`src/rtl/demux_1x2_buffered.sv`:
```
// Steers one valid/ready stream into one of two sinks, each behind its own FIFO.
// Latency 1 cycle from accept to out*_valid; a full FIFO lowers in_ready only for its own select value.

module demux_1x2_buffered_fifo #(
    parameter int N     = 32,
    parameter int DEPTH = 2
) (
    input  logic         clk,
    input  logic         rst,
    input  logic         push_i,
    input  logic [N-1:0] wdata_i,
    input  logic         pop_i,
    output logic [N-1:0] rdata_o,
    output logic         valid_o,
    output logic         full_o
);
    localparam int AW   = $clog2(DEPTH);
    localparam int CNTW = AW + 1;

    logic [N-1:0]    mem_q [DEPTH];
    logic [AW-1:0]   wptr_q, wptr_d;
    logic [AW-1:0]   rptr_q, rptr_d;
    logic [CNTW-1:0] count_q, count_d;
    logic            full_q, full_d;

    always_comb begin
        wptr_d  = wptr_q;
        rptr_d  = rptr_q;
        count_d = count_q;
        if (push_i) begin
            wptr_d = wptr_q + AW'(1);
        end
        if (pop_i) begin
            rptr_d = rptr_q + AW'(1);
        end
        case ({push_i, pop_i})
            2'b10:   count_d = count_q + CNTW'(1);
            2'b01:   count_d = count_q - CNTW'(1);
            default: count_d = count_q;
        endcase
        full_d = (count_d == CNTW'(DEPTH));
    end

    always_ff @(posedge clk) begin
        if (rst) begin
            wptr_q  <= '0;
            rptr_q  <= '0;
            count_q <= '0;
            full_q  <= 1'b0;
        end else begin
            wptr_q  <= wptr_d;
            rptr_q  <= rptr_d;
            count_q <= count_d;
            full_q  <= full_d;
        end
    end

    // Storage needs no reset: the head is masked to zero whenever the FIFO is empty.
    always_ff @(posedge clk) begin
        if (push_i) begin
            mem_q[wptr_q] <= wdata_i;
        end
    end

    assign valid_o = (count_q != '0);
    assign rdata_o = valid_o ? mem_q[rptr_q] : '0;
    assign full_o  = full_q;
endmodule

module demux_1x2_buffered #(
    parameter int N     = 32,
    parameter int DEPTH = 2,
    parameter int CW    = 16
) (
    input  logic          clk,
    input  logic          rst,
    input  logic [N-1:0]  in_data,
    input  logic          in_sel,
    input  logic          in_valid,
    output logic          in_ready,
    output logic [N-1:0]  out1_data,
    output logic          out1_valid,
    input  logic          out1_ready,
    output logic [N-1:0]  out2_data,
    output logic          out2_valid,
    input  logic          out2_ready,
    output logic [CW-1:0] cnt1,
    output logic [CW-1:0] cnt2
);
    logic          full1, full2;
    logic          push1, push2;
    logic          pop1, pop2;
    logic [CW-1:0] cnt1_q, cnt1_d;
    logic [CW-1:0] cnt2_q, cnt2_d;

    // Only registered full flags feed in_ready, so sink readies never reach the source.
    assign in_ready = !rst && (in_sel ? !full2 : !full1);
    assign push1    = in_valid && in_ready && !in_sel;
    assign push2    = in_valid && in_ready && in_sel;
    assign pop1     = out1_valid && out1_ready;
    assign pop2     = out2_valid && out2_ready;

    demux_1x2_buffered_fifo #(.N(N), .DEPTH(DEPTH)) u_fifo1 (
        .clk     (clk),
        .rst     (rst),
        .push_i  (push1),
        .wdata_i (in_data),
        .pop_i   (pop1),
        .rdata_o (out1_data),
        .valid_o (out1_valid),
        .full_o  (full1)
    );

    demux_1x2_buffered_fifo #(.N(N), .DEPTH(DEPTH)) u_fifo2 (
        .clk     (clk),
        .rst     (rst),
        .push_i  (push2),
        .wdata_i (in_data),
        .pop_i   (pop2),
        .rdata_o (out2_data),
        .valid_o (out2_valid),
        .full_o  (full2)
    );

    always_comb begin
        cnt1_d = cnt1_q;
        cnt2_d = cnt2_q;
        if (pop1) begin
            cnt1_d = cnt1_q + CW'(1);
        end
        if (pop2) begin
            cnt2_d = cnt2_q + CW'(1);
        end
    end

    always_ff @(posedge clk) begin
        if (rst) begin
            cnt1_q <= '0;
            cnt2_q <= '0;
        end else begin
            cnt1_q <= cnt1_d;
            cnt2_q <= cnt2_d;
        end
    end

    assign cnt1 = cnt1_q;
    assign cnt2 = cnt2_q;
endmodule

```
`config.mk`:
```
export PLATFORM = sky130hd
export DESIGN_NAME = demux_1x2_buffered
export DESIGN_NICKNAME = d
export VERILOG_FILES = /design/src/rtl/demux_1x2_buffered.sv
export SDC_FILE = /design/constraint.sdc
export NUM_CORES = 1
export LEC_CHECK = 0
export ABC_AREA = 1
export CAP_MARGIN = 40
export CELL_PAD_IN_SITES_DETAIL_PLACEMENT = 0
export CELL_PAD_IN_SITES_GLOBAL_PLACEMENT = 1
export CORE_ASPECT_RATIO = 0.5
export CORE_MARGIN = 2
export CORE_UTILIZATION = 40
export CTS_CLUSTER_DIAMETER = 200
export CTS_CLUSTER_SIZE = 16
export DETAILED_ROUTE_END_ITERATION = 16
export PLACE_DENSITY = 0.85
export SYNTH_ARGS = -nofsm -noshare
export SYNTH_HDL_FRONTEND = slang
export SYNTH_SLANG_ARGS = --single-unit
```
`constraint.sdc`:
```
create_clock -name clk -period 3.8 [get_ports clk]
set_clock_uncertainty 0.2 [all_clocks]
set_input_delay 0.76 -clock clk [delete_from_list [all_inputs] [get_ports clk]]
set_output_delay 0.76 -clock clk [all_outputs]
set_load 0.005 [all_outputs]
```
======== Word-level counts from Yosys, hierarchy flattened ========
Memories as Yosys holds them, arrays and structs flattened. A register that Yosys moved wholly into a read port is not among the register bits.
Index checks and enable logic that the tools add are counted.
word-level totals
  input bits .............................. 38
  output and inout port bits .............. 99
  bits in registers ....................... 42
  memory bits (writable) .................. 128
  memories kept ........................... 2
operators by class
  equal/unequal tests ..................... 6
  $add $sub $neg .......................... 10
  muxes and demuxes ....................... 13
  reductions and logical operators ........ 12
memory list
  memory         words  bits a word  rd ports  clocked after memory_dff  write ports  line  RTL
  u_fifo1.mem_q  2      32           1         1                         1            20    logic [N-1:0] mem_q [DEPTH];
  u_fifo2.mem_q  2      32           1         1                         1            20
operator list
  cell                   count
  $mux 32                2
  $add 16x1->16 const B  2
  $mux 1                 9
  $eq 2x2->1 const B     4
  $pmux 2 s2             2
  $logic_and 1x1->1      6
  $add 1x1->1 const B    4
  $add 2x1->2 const B    2
  $eq 2x1->1 const B     2
  $logic_not 1->1        4
  $reduce_bool 2->1      2
  $sub 2x1->2 const B    2

======== Longest topological paths before layout ========
  word-level depth ........................ 8
  mapped depth ............................ 13
  mapped depth without buffers ............ 13

======== Modules after synthesis ========
A second synthesis with hierarchy kept.
unflattened totals
  cells, all modules ...................... 647
  area total of the unflattened synthesis .. 7189.4 sq um
modules (own cells, without submodules)
  module                   times used  cells each  area an instance (sq um)
  demux_1x2_buffered_fifo  2           205         2802.7
  demux_1x2_buffered       1           237         1584.0

======== Worst setup path after synthesis ========
OpenSTA, ideal clock, no wires.
  path type ............................... input to register
  from .................................... input in_sel
  to ...................................... memory u_fifo1.mem_q[0][0] (enable)
  required time ........................... 3.179 ns
  buffers on the path ..................... 0
  setup slack ............................. 0.509 ns
  arrival time ............................ 2.670 ns
  stages on the path ...................... 8
  library setup time ...................... 0.421 ns
  cell sequence ........................... inv_1 > nand2_1 > nand2_1 > nor2_1 > nand2_1 > nor2_1 > inv_1 > nor2_1
on the way
  longest elaborated chain between the ends .. 6
  elaborated cells between the ends (all ways) .. 7
  classes of those cells .................. 3 x mux; 4 x reduce/logical
RTL lines
  element                          line  RTL
  start, declared                  78    input logic in_sel,
  $mux 1                           97    assign in_ready = !rst && (in_sel ? !full2 : !full1);
  $logic_and 1x1->1                97
  via in_ready                     80    output logic in_ready,
  $logic_and 1x1->1 (2 in series)  98    assign push1 = in_valid && in_ready && !in_sel;
  $mux 1                           60    if (push_i) begin
  $mux 1 (not written as such)     61    mem_q[wptr_q] <= wdata_i;
  end, declared                    20
The timed path passes the listed nets, and every way through them passes these cells.

==> results_dict.tcl <==
set metrics [dict create \
    status "finished, final reports clean" \
    leakage_nw 3.38 \
    netSwitchingPower_mw 1.25 \
    htree_num_levels 4 \
    regArea_um2 4720 \
    post-route-period-util_pct 87.8 \
    reg2reg_depth 8 \
    ys.flop_type "edfxtp_1" \
    place.gp.congestion 0.804 \
    initial_core_util_pct 41.6 \
    fill_cells 1426 \
    finalCriticalPeriod_ns 3.33 \
    power.share.switching_pct 26.8 \
    hold_class "reg -> reg" \
    core-area_um2 16700 \
    antenna_left 0 \
    drive_above_1_share_pct 8.61 \
    firstDrtPassIters 5 \
    die_h_um 97.1 \
    ctsResizeCount 0 \
    holdPathStages 1 \
    arrival_ns 2.37 \
    setup_viol 0 \
    tns_ns 0 \
    nNetsFinal 854 \
    cts_tree "yes" \
    cts_buffer_depth 2 \
    slew_headroom_pct 54.6 \
    fin_ws_ns 0.465 \
    pre_cts_slack_ns 0.569 \
    multi_input_area_um2 1930 \
    die_x_um 190 \
    cts_root_buffer "clkbuf_16" \
    synthesis.area_um2 6940 \
    hpwlAfterDp_um 10600 \
    async_flop_share_pct 0 \
    internal_power_mw 3.41 \
    clk_latency_ns 0.42 \
    io_pins 137 \
    first_global_vias 4869 \
    clock_power_share_pct 37.3 \
    rsz0062_at_grt "false" \
    final_cells 1052 \
    vias 5063 \
    final_cell_mix "nand2_1 (199), clkdlybuf4s50_1 (136), edfxtp_1 (128), a21oi_1 (86), inv_1 (56)" \
    p_comb_share_pct 17.2 \
    final_core_util_pct 55.5 \
    synth_seq_cells 172 \
    portBuffers 136 \
    ys_warn_count 0 \
    fmax_ghz 0.300 \
    crit_fanout 18 \
    tightest_slew_ns 0.679 \
    dieArea_um2 18500 \
    wl_um 15700 \
    final_max_slew_viol_count 0 \
    design_area_um2 9260 \
    cts_setup_buffers 0 \
    power.density_nw_per_um2 503 \
    hold_viol 0 \
    seq_power_share_pct 45.4 \
    seq_area_frac_synth_pct 68.1 \
    synth_edf_count 128 \
    track_usage_pct 17.4 \
    grt_pass1_wl_um 25100 \
    drv_cap 0 \
    dp_cells 1020 \
    synthCells 665 \
    hold_buffers 0 \
    cts_buffers 17 \
    cp.required_ns 2.84 \
    layout_commonest_cell "nand2_1" \
    worst_ir_drop_vdd_v 0.000364 \
    drt_iter0_drc 232 \
    clk_pin_slew_ns 0.06 \
    crit_type "reg -> out" \
    synth_cell_types 25 \
    overflow 0 \
    n_antenna_cell 0 \
    wl_per_cell_um 14.9 \
    cp-end-kind "primary output" \
    drcViolationCount 0 \
    syn-num-nets 707 \
    placed_area_um2 8660 \
    antenna_found_initial 0 \
    vias_per_cell 4.81 \
    syn_area_per_cell_um2 10.4 \
    num_rows 33 \
    cts.sinks 172 \
    area_delta_synth_final_pct 33.4 \
    worstSetupStartpointType "register" \
    grt_max_degree 33 \
]
-- power groups by stage --
| stage | logic, mW | clock network (mW) | registers [mW] |
|---|---|---|---|
| after global routing | 0.875 | 1.86 | 2.12 |
| after CTS | 0.815 | 1.77 | 2.11 |
| after detailed placement | 0.808 | 0 | 2.16 |
| after floorplan | 0.346 | 0 | 2.14 |
| final | 0.801 | 1.74 | 2.11 |
| after global placement | 0.777 | 0 | 2.15 |
-- final timing paths --
path,startpoint,endpoint,slack (ns)
setup / recovery,register,out1_data[20],0.47
hold / removal,u_fifo1.rptr_q,u_fifo1.rptr_q,0.26
setup reg to reg,u_fifo2.count_q[0],u_fifo2.count_q[1],1.53
hold reg to reg,u_fifo1.rptr_q,u_fifo1.rptr_q,0.26
-- cell usage after synthesis (all sizes together), types with 4 or more instances --
| cell type | instances | share of area (%) |
|---|---|---|
| nand3 | 19 | 1.9 |
| edfxtp | 128 | 55 |
| ha | 4 | 0.72 |
| nand2 | 203 | 11 |
| inv | 57 | 3.1 |
| clkbuf | 23 | 1.2 |
| a21oi | 86 | 6.2 |
| nand4 | 7 | 0.63 |
| nor2 | 67 | 4.9 |
| dfxtp | 44 | 13 |
| o21ai | 18 | 1.3 |
-- worst max-delay path, cell delays in order (launching register included) --
cell	delay, ns
dfxtp_1	0.76
buf_4	0.36
nand2_1	0.09
a21oi_1	0.21
clkdlybuf4s50_1	0.54
-- logic make-up (layout without fill, tap and decap cells) --
| group | count (synthesis) | in the layout | share of synthesized area [%] |
|---|---|---|---|
| flops | 172 | 172 | 68.1 |
| xor+xnor | 2 | 2 | 0.252 |
| compound gates | 105 | 105 | 7.61 |
| simple gates | 301 | 301 | 19.0 |
| fa+ha+maj | 4 | 4 | 0.721 |
| buf+inv | 81 | 241 | 4.38 |
-- layer usage --
| metal | up-vias | GRT usage, % | wire (µm) |
|---|---|---|---|
| met3 | 14 | 5.02 | 1040 |
| met2 | 143 | 28.4 | 7450 |
| met1 | 2390 | 22.6 | 7010 |
| met4 | 0 | 5.19 | 166 |
| met5 | - | 0 | 0 |
| li1 | 2516 | - | - |
-- layout make-up --
| cell class | count | area share [%] |
|---|---|---|
| tap | 227 | 3.07 |
| multi-input combinational | 412 | 20.8 |
| timing repair buffer | 151 | 16.3 |
| clock buffer | 17 | 4.59 |
| inverter | 58 | 2.35 |
| sequential | 172 | 51.0 |
| clock inverter | 15 | 1.91 |
-- state kept, by name, indices dropped and copies added, names as in the netlist, named ones only --
name	flops
u_fifo1.mem_q	64
u_fifo2.mem_q	64
cnt1	16
cnt2	16
u_fifo1.count_q	2
u_fifo2.count_q	2
u_fifo1.full_o	1
u_fifo1.rptr_q	1
u_fifo1.wptr_q	1
u_fifo2.full_o	1
u_fifo2.rptr_q	1
u_fifo2.wptr_q	1
-- stage by stage --
| step | total power [mW] | hold WS, ns |
|---|---|---|
| 6_report | 4.65 | 0.263 |
| 5_1_grt | 4.85 | 0.276 |
| 3_5_place_dp | 2.96 | 0.244 |
| 2_1_floorplan | 2.49 | 0.226 |
| 3_3_place_gp | 2.93 | 0.237 |
| 4_1_cts | 4.70 | 0.255 |
Note: power is estimated with default switching activity, not from simulation.
